==> src/rtl/sobel_sdram_drain.sv <==
// sobel_sdram_drain: empties the 8-bit Sobel magnitude FIFO into fixed-length
// SDRAM write bursts of 16-bit words, generating frame addresses and wrap.
// Build option: define SOBEL_THRESHOLD_EN to emit a binary edge map
// (din >= THRESHOLD -> 16'hFFFF, else 16'h0000) instead of gray RGB565.
module sobel_sdram_drain #(
    parameter int unsigned           BURST_LEN    = 256,
    parameter int unsigned           FRAME_PIXELS = 307200,
    parameter int unsigned           ADDR_WIDTH   = 24,
    parameter logic [ADDR_WIDTH-1:0] BASE_ADDR    = '0,
    parameter logic [7:0]            THRESHOLD    = 8'd16
) (
    input  logic                  clk,
    input  logic                  rst_n,
    input  logic                  en,
    input  logic [9:0]            data_count_r,
    input  logic [7:0]            din,
    output logic                  rd_fifo,
    output logic                  wr_req,
    output logic [ADDR_WIDTH-1:0] wr_addr,
    input  logic                  wr_ack,
    input  logic                  wr_data_req,
    output logic [15:0]           wr_data,
    output logic                  frame_done,
    output logic                  overflow
);

    localparam int unsigned BEAT_W = $clog2(BURST_LEN + 1);
    localparam int unsigned PIX_W  = $clog2(FRAME_PIXELS + 1);

    localparam logic [BEAT_W-1:0]     LAST_BEAT      = BEAT_W'(BURST_LEN - 1);
    localparam logic [9:0]            BURST_LEN_CNT  = 10'(BURST_LEN);
    localparam logic [PIX_W-1:0]      BURST_LEN_PIX  = PIX_W'(BURST_LEN);
    localparam logic [PIX_W-1:0]      FRAME_END_PIX  = PIX_W'(FRAME_PIXELS);
    localparam logic [ADDR_WIDTH-1:0] BURST_LEN_ADDR = ADDR_WIDTH'(BURST_LEN);
    localparam logic [9:0]            FIFO_FULL      = 10'd1023;

    typedef enum logic [1:0] {
        IDLE  = 2'd0,
        REQ   = 2'd1,
        BURST = 2'd2,
        TAIL  = 2'd3
    } state_t;

    state_t            state;
    state_t            state_next;
    logic [BEAT_W-1:0] beat_cnt;
    logic [PIX_W-1:0]  pix_cnt;
    logic [PIX_W-1:0]  pix_next;
    logic              frame_end;

`ifdef SOBEL_THRESHOLD_EN
    // Binary edge map: any magnitude at or above the level becomes white.
    function automatic logic [15:0] edge_word(input logic [7:0] px);
        return (px >= THRESHOLD) ? 16'hFFFF : 16'h0000;
    endfunction

    assign wr_data = edge_word(din);
`else
    // Saturate the magnitude to 5 bits and replicate it into R, G and B;
    // the green LSB repeats the top bit so full scale stays full scale.
    function automatic logic [15:0] gray565(input logic [7:0] px);
        logic [4:0] g5;
        g5 = (px > 8'd31) ? 5'd31 : px[4:0];
        return {g5, g5, g5[4], g5};
    endfunction

    assign wr_data = gray565(din);
`endif

    assign pix_next  = pix_cnt + BURST_LEN_PIX;
    assign frame_end = (pix_next == FRAME_END_PIX);

    // Next-state and strobes; rd_fifo is a direct pass-through of
    // wr_data_req in BURST so the FIFO word lands exactly when sampled.
    always_comb begin
        state_next = state;
        rd_fifo    = 1'b0;
        wr_req     = 1'b0;
        frame_done = 1'b0;
        case (state)
            IDLE: begin
                if (en && (data_count_r >= BURST_LEN_CNT)) begin
                    state_next = REQ;
                end
            end
            REQ: begin
                wr_req = !wr_ack;
                if (wr_ack) begin
                    state_next = BURST;
                end
            end
            BURST: begin
                rd_fifo = wr_data_req;
                if (wr_data_req && (beat_cnt == LAST_BEAT)) begin
                    state_next = TAIL;
                end
            end
            TAIL: begin
                frame_done = frame_end;
                state_next = IDLE;
            end
            default: begin
                state_next = IDLE;
            end
        endcase
    end

    // State register.
    always_ff @(posedge clk) begin
        if (!rst_n) begin
            state <= IDLE;
        end else begin
            state <= state_next;
        end
    end

    // Beat counter: cleared when the command is accepted, advanced per data request.
    always_ff @(posedge clk) begin
        if (!rst_n) begin
            beat_cnt <= '0;
        end else if ((state == REQ) && wr_ack) begin
            beat_cnt <= '0;
        end else if ((state == BURST) && wr_data_req) begin
            beat_cnt <= beat_cnt + 1'b1;
        end
    end

    // Frame position: advance address and pixel count once per burst, wrap at frame end.
    always_ff @(posedge clk) begin
        if (!rst_n) begin
            pix_cnt <= '0;
            wr_addr <= BASE_ADDR;
        end else if (state == TAIL) begin
            if (frame_end) begin
                pix_cnt <= '0;
                wr_addr <= BASE_ADDR;
            end else begin
                pix_cnt <= pix_next;
                wr_addr <= wr_addr + BURST_LEN_ADDR;
            end
        end
    end

    // Sticky overflow flag, set whenever the FIFO reports full.
    always_ff @(posedge clk) begin
        if (!rst_n) begin
            overflow <= 1'b0;
        end else if (data_count_r == FIFO_FULL) begin
            overflow <= 1'b1;
        end
    end

endmodule

==> config.mk <==
export PLATFORM = sky130hd
export DESIGN_NAME = sobel_sdram_drain
export DESIGN_NICKNAME = d
export VERILOG_FILES = /design/src/rtl/sobel_sdram_drain.sv
export SDC_FILE = /design/constraint.sdc
export NUM_CORES = 1
export LEC_CHECK = 0
export ABC_AREA = 0
export ABC_CLOCK_PERIOD_IN_PS = 2300
export BUFFER_PORTS_ARGS = -buffer_cell sky130_fd_sc_hd__clkbuf_2
export CAP_MARGIN = 15
export CORE_MARGIN = 2
export CORE_UTILIZATION = 47
export CTS_CLUSTER_SIZE = 30
export DETAILED_ROUTE_END_ITERATION = 8
export GPL_ROUTABILITY_DRIVEN = 0
export PLACE_DENSITY_LB_ADDON = 0.12
export SYNTH_ARGS = -nofsm -noshare
export SYNTH_HDL_FRONTEND = slang
export SYNTH_SLANG_ARGS = --single-unit
==> constraint.sdc <==
create_clock -name clk -period 2.3 [get_ports clk]
set_input_delay 0.46 -clock clk [delete_from_list [all_inputs] [get_ports clk]]
set_output_delay 0.46 -clock clk [all_outputs]
set_load 0.005 [all_outputs]
[Yosys cells after proc, flatten, opt, wreduce, memory -nomap -nowiden]
Cells that the tools add are included.
Word-level totals
  input port bits: 23
  output and inout port bits: 44
  flip-flop bits (word level): 55
  word-level logic and storage cells: 38
Operators by class
  bitwise operators: 1
  $add $sub $neg: 3
  order comparisons: 2
  reductions and logical operators: 8
  eq/ne operators: 9
  multiplexer cells: 10
Operator list (count)
  $add A24 B9 Y24 const B: 1
  $mux W24: 1
  $add A19 B9 Y19 const B: 1
  $eq A19 B19 Y1 const B: 1
  $mux W19: 1
  $eq A10 B10 Y1 const B: 1
  $ge A10 B9 Y1 const B: 1
  $add A9 B1 Y9 const B: 1
  $eq A9 B8 Y1 const B: 1
  $gt A8 B5 Y1 const B: 1
  $pmux W2 S4: 1
  $mux W2: 3
  $ne A2 B2 Y1 const B: 3
  $mux W5: 1
  $eq A2 B2 Y1 const B: 2
  $logic_and A1 B1 Y1: 4
  $mux W1: 3
  $reduce_and A3 Y1: 1
  $eq A2 B1 Y1 const B: 1
  $logic_not A2 Y1: 1
  $reduce_or A2 Y1: 1
  $logic_not A1 Y1: 1
  $not A1 Y1: 1

[Logic depth before layout (Yosys ltp)]
  depth after elaboration: 4
  depth in mapped cells: 8
  depth with buffers taken out: 8

[Least setup slack after synthesis]
OpenSTA, ideal clock, no wires.
  path kind: register to output
  start point: register pix_cnt[8]
  end point: output frame_done
  slack: -16 ps
  stages on the path, launching flop included: 8
  required time: 1840 ps
  path buffers: 1
  data arrival time: 1856 ps
  cell sequence: dfxtp_1 ha_1 clkbuf_8 a21o_1 a311oi_1 nand4_1 or2_2 nor3_1
Between the ends
  longest elaborated chain between the ends: 3
RTL lines
  start: declaration: line 47  | logic [PIX_W-1:0] pix_cnt;
  start signal: assignment: line 138  | pix_cnt <= pix_next;
  $add A19 B9 Y19: line 70  | assign pix_next = pix_cnt + BURST_LEN_PIX;
  $eq A19 B19 Y1: line 71  | assign frame_end = (pix_next == FRAME_END_PIX);
  $mux W1: line 80  | case (state)
  end: declaration: line 23  | output logic frame_done,
Every way passes these cells.

[Final worst setup path]
  start point: register pix_cnt[9]
  end point: output frame_done
Same word-level chain as after synthesis.

==> results_dict.tcl <==
set metrics [dict create \
    r2r-start "pix_cnt[9]" \
    synthFlopType "dfxtp_1" \
    worstPathArrival_ns 1.90 \
    yosysUniqueCellTypes 47 \
    grt_max_degree 22 \
    synthToLayoutAreaGrowth_pct 19.4 \
    numPortBuffers 58 \
    synth-edff-count 0 \
    clkSinkCount 39 \
    critPathRequiredTime_ns 1.84 \
    wl_per_cell_um 11.2 \
    die_h_um 74.1 \
    min_to "overflow" \
    pin_count 67 \
    postCtsHoldBufs 0 \
    grt_first_pass_wirelength_um 7120 \
    track_usage 0.163 \
    syn_avg_cell_area_um2 8.79 \
    cts_max_path_buffers 2 \
    via_per_inst 4.91 \
    syn-cell-area_mm2 0.00231 \
    detail-route-antenna-nets 0 \
    drtPass1Iterations 4 \
    cp-end-kind "output pin" \
    worstMarginPinSlew_ns 0.490 \
    hold_path.class "reg -> reg" \
    power.density_mw_per_mm2 553 \
    regToRegEndpoint "pix_cnt[10]" \
    finalSetupTns_ns -0.0602 \
    initialDrtViolationCount 106 \
    startpoint_type "flip-flop" \
    worstHoldStart "overflow" \
    rows 25 \
    async_reset_ff_frac 0 \
    setup_viol 1 \
    clkTransAtPathRegs_ns 0.07 \
    maxSlewHeadroom 0.671 \
    yosysSeqAreaShare 0.338 \
    fmax_mhz 424 \
    hold_violations 0 \
    drt-total-wl_um 4340 \
    reg2reg_depth 9 \
    status "finished, violations left" \
    die_area_mm2 0.00550 \
    critPathMaxFanout 4 \
    antenna_found_initial 0 \
    cts_root_buffer "clkbuf_8" \
    core-area_mm2 0.00472 \
    violations "setup timing" \
    synthCells 263 \
    dr_total_vias 1905 \
    final_core_utilization 0.585 \
    yosysWarnings 0 \
    fin_nets 353 \
    vdd_ir_drop_max_mv 0.414 \
    hold_depth 1 \
    min_period_ns 2.36 \
    r2r_slack_ns 0.14 \
    grt-ovfl-total 0 \
    rsz0062_at_grt "yes" \
    maxCapViolCount 0 \
    start_util 0.490 \
    drc_errors 0 \
    cts_buffers 5 \
    fin_worst_skew_ns 0.00487 \
    ys_ff_latch 39 \
    n_antenna_cell 0 \
    dp_hpwl_um 3230 \
    h-tree-depth 2 \
    worstSkewPairLatency_ns 0.29 \
    fin_crit_sh 1.03 \
    maxSlewViolCount 0 \
    cts_tree "built" \
    finalPower_mw 1.53 \
    setup_ws_ns -0.0602 \
    worstSetupPathType "reg -> out" \
    leakagePower_nw 1.15 \
    drive_above_1_share 0.364 \
    grt_pass1_vias 1666 \
    die_w_um 74.1 \
]
stage by stage:
step	setup WS (ns)	hold WS, ns	instances	area [µm²]
3_3_place_gp	0.0790	0.449	377	2590
3_5_place_dp	0.0416	0.464	377	2590
2_1_floorplan	0.0161	0.464	270	2340
5_1_grt	-0.165	0.506	388	2760
4_1_cts	-0.0905	0.483	388	2740
6_report	-0.0602	0.483	388	2760
cells in the mapped netlist (all sizes together), types with 4 or more instances:
library cell	instances	share of area
dfxtp	39	0.34
nor2	39	0.085
buf	26	0.088
nand2	24	0.039
xor2	20	0.076
nand4	15	0.043
xnor2	13	0.049
ha	10	0.054
nand3	10	0.024
nand2b	7	0.019
nor3	6	0.013
inv	5	0.0081
o21ai	4	0.0087
cells by family (layout without fill, tap and decap cells):
| logic type | count (synthesis) | count (layout) | synth area share |
|---|---|---|---|
| flip-flops | 39 | 39 | 0.338 |
| buffers and inverters | 34 | 85 | 0.106 |
| adder cells (fa/ha/maj) | 10 | 10 | 0.0541 |
| AO/OA/AOI/OAI | 22 | 22 | 0.0801 |
| multiplexers | 3 | 3 | 0.0130 |
| XOR/XNOR | 33 | 33 | 0.125 |
| other | 1 | 8 | 0.00162 |
| AND/OR/NAND/NOR | 121 | 121 | 0.283 |
worst max-delay path, cell delays in order, from the launching register on:
cell	delay, ns
dfxtp_2	0.34
ha_4	0.17
a21o_1	0.18
a311oi_2	0.25
nand4_1	0.13
or2_4	0.28
nor3_2	0.14
buf_2	0.13
area by class of cell:
cell class | count | area (µm²)
clock inverter | 1 | 7.51
clock buffer | 7 | 96.3
sequential | 39 | 786
timing repair buffer | 72 | 412
multi-input combinational | 197 | 1360
inverter | 5 | 18.8
tap | 67 | 83.8
fill | 426 | 1960
sequential cells by signal, indices dropped and copies added (netlist names):
register / count
beat_cnt: 9
state: 2
wr_addr: 16
pix_cnt: 11
overflow: 1
worst max path at each step:
stage	to	cells after the start	from	slack [ns]
2_1_floorplan	frame_done	7	pix_cnt[8]	0.02
3_3_place_gp	frame_done	7	pix_cnt[8]	0.08
3_5_place_dp	frame_done	7	pix_cnt[8]	0.04
4_1_cts	frame_done	7	pix_cnt[9]	-0.09
5_1_grt	frame_done	7	pix_cnt[9]	-0.17
6_report	frame_done	7	pix_cnt[9]	-0.06
metal layers:
metal | GRT usage | vias up | share of wire
met1 | 0.211 | 878 | 0.46
met2 | 0.266 | 45 | 0.48
li1 | - | 977 | -
met3 | 0.0379 | 5 | 0.048
met4 | 0.0626 | 0 | 0.010
met5 | 0 | - | 0
timing repair:
item                                   in CTS  in global routing
setup endpoints to repair                   1                  1
pin swaps                                   8                  2
cloned                                      0                  0
setup buffers                               3                  0
endpoints found under the hold margin       0                  0
resized for setup                           6                  7
cell usage in the layout (no fill, tap or decap), types with 8 or more instances in the layout:
cell type / instances
ha_1: 9
nand2_1: 24
nand3_1: 9
buf_4: 12
xnor2_1: 13
dfxtp_1: 35
xor2_1: 20
nor2_1: 19
clkbuf_2: 57
nand4_1: 14
conb_1: 8
nor2_2: 20
where the power goes:
part / internal [mW] / switching (mW) / total [mW]
registers: 0.704 / 0.0324 / 0.737
logic: 0.127 / 0.150 / 0.278
clock network: 0.273 / 0.241 / 0.514
total: 1.10 / 0.424 / 1.53
(Power assumes the default switching activity.)
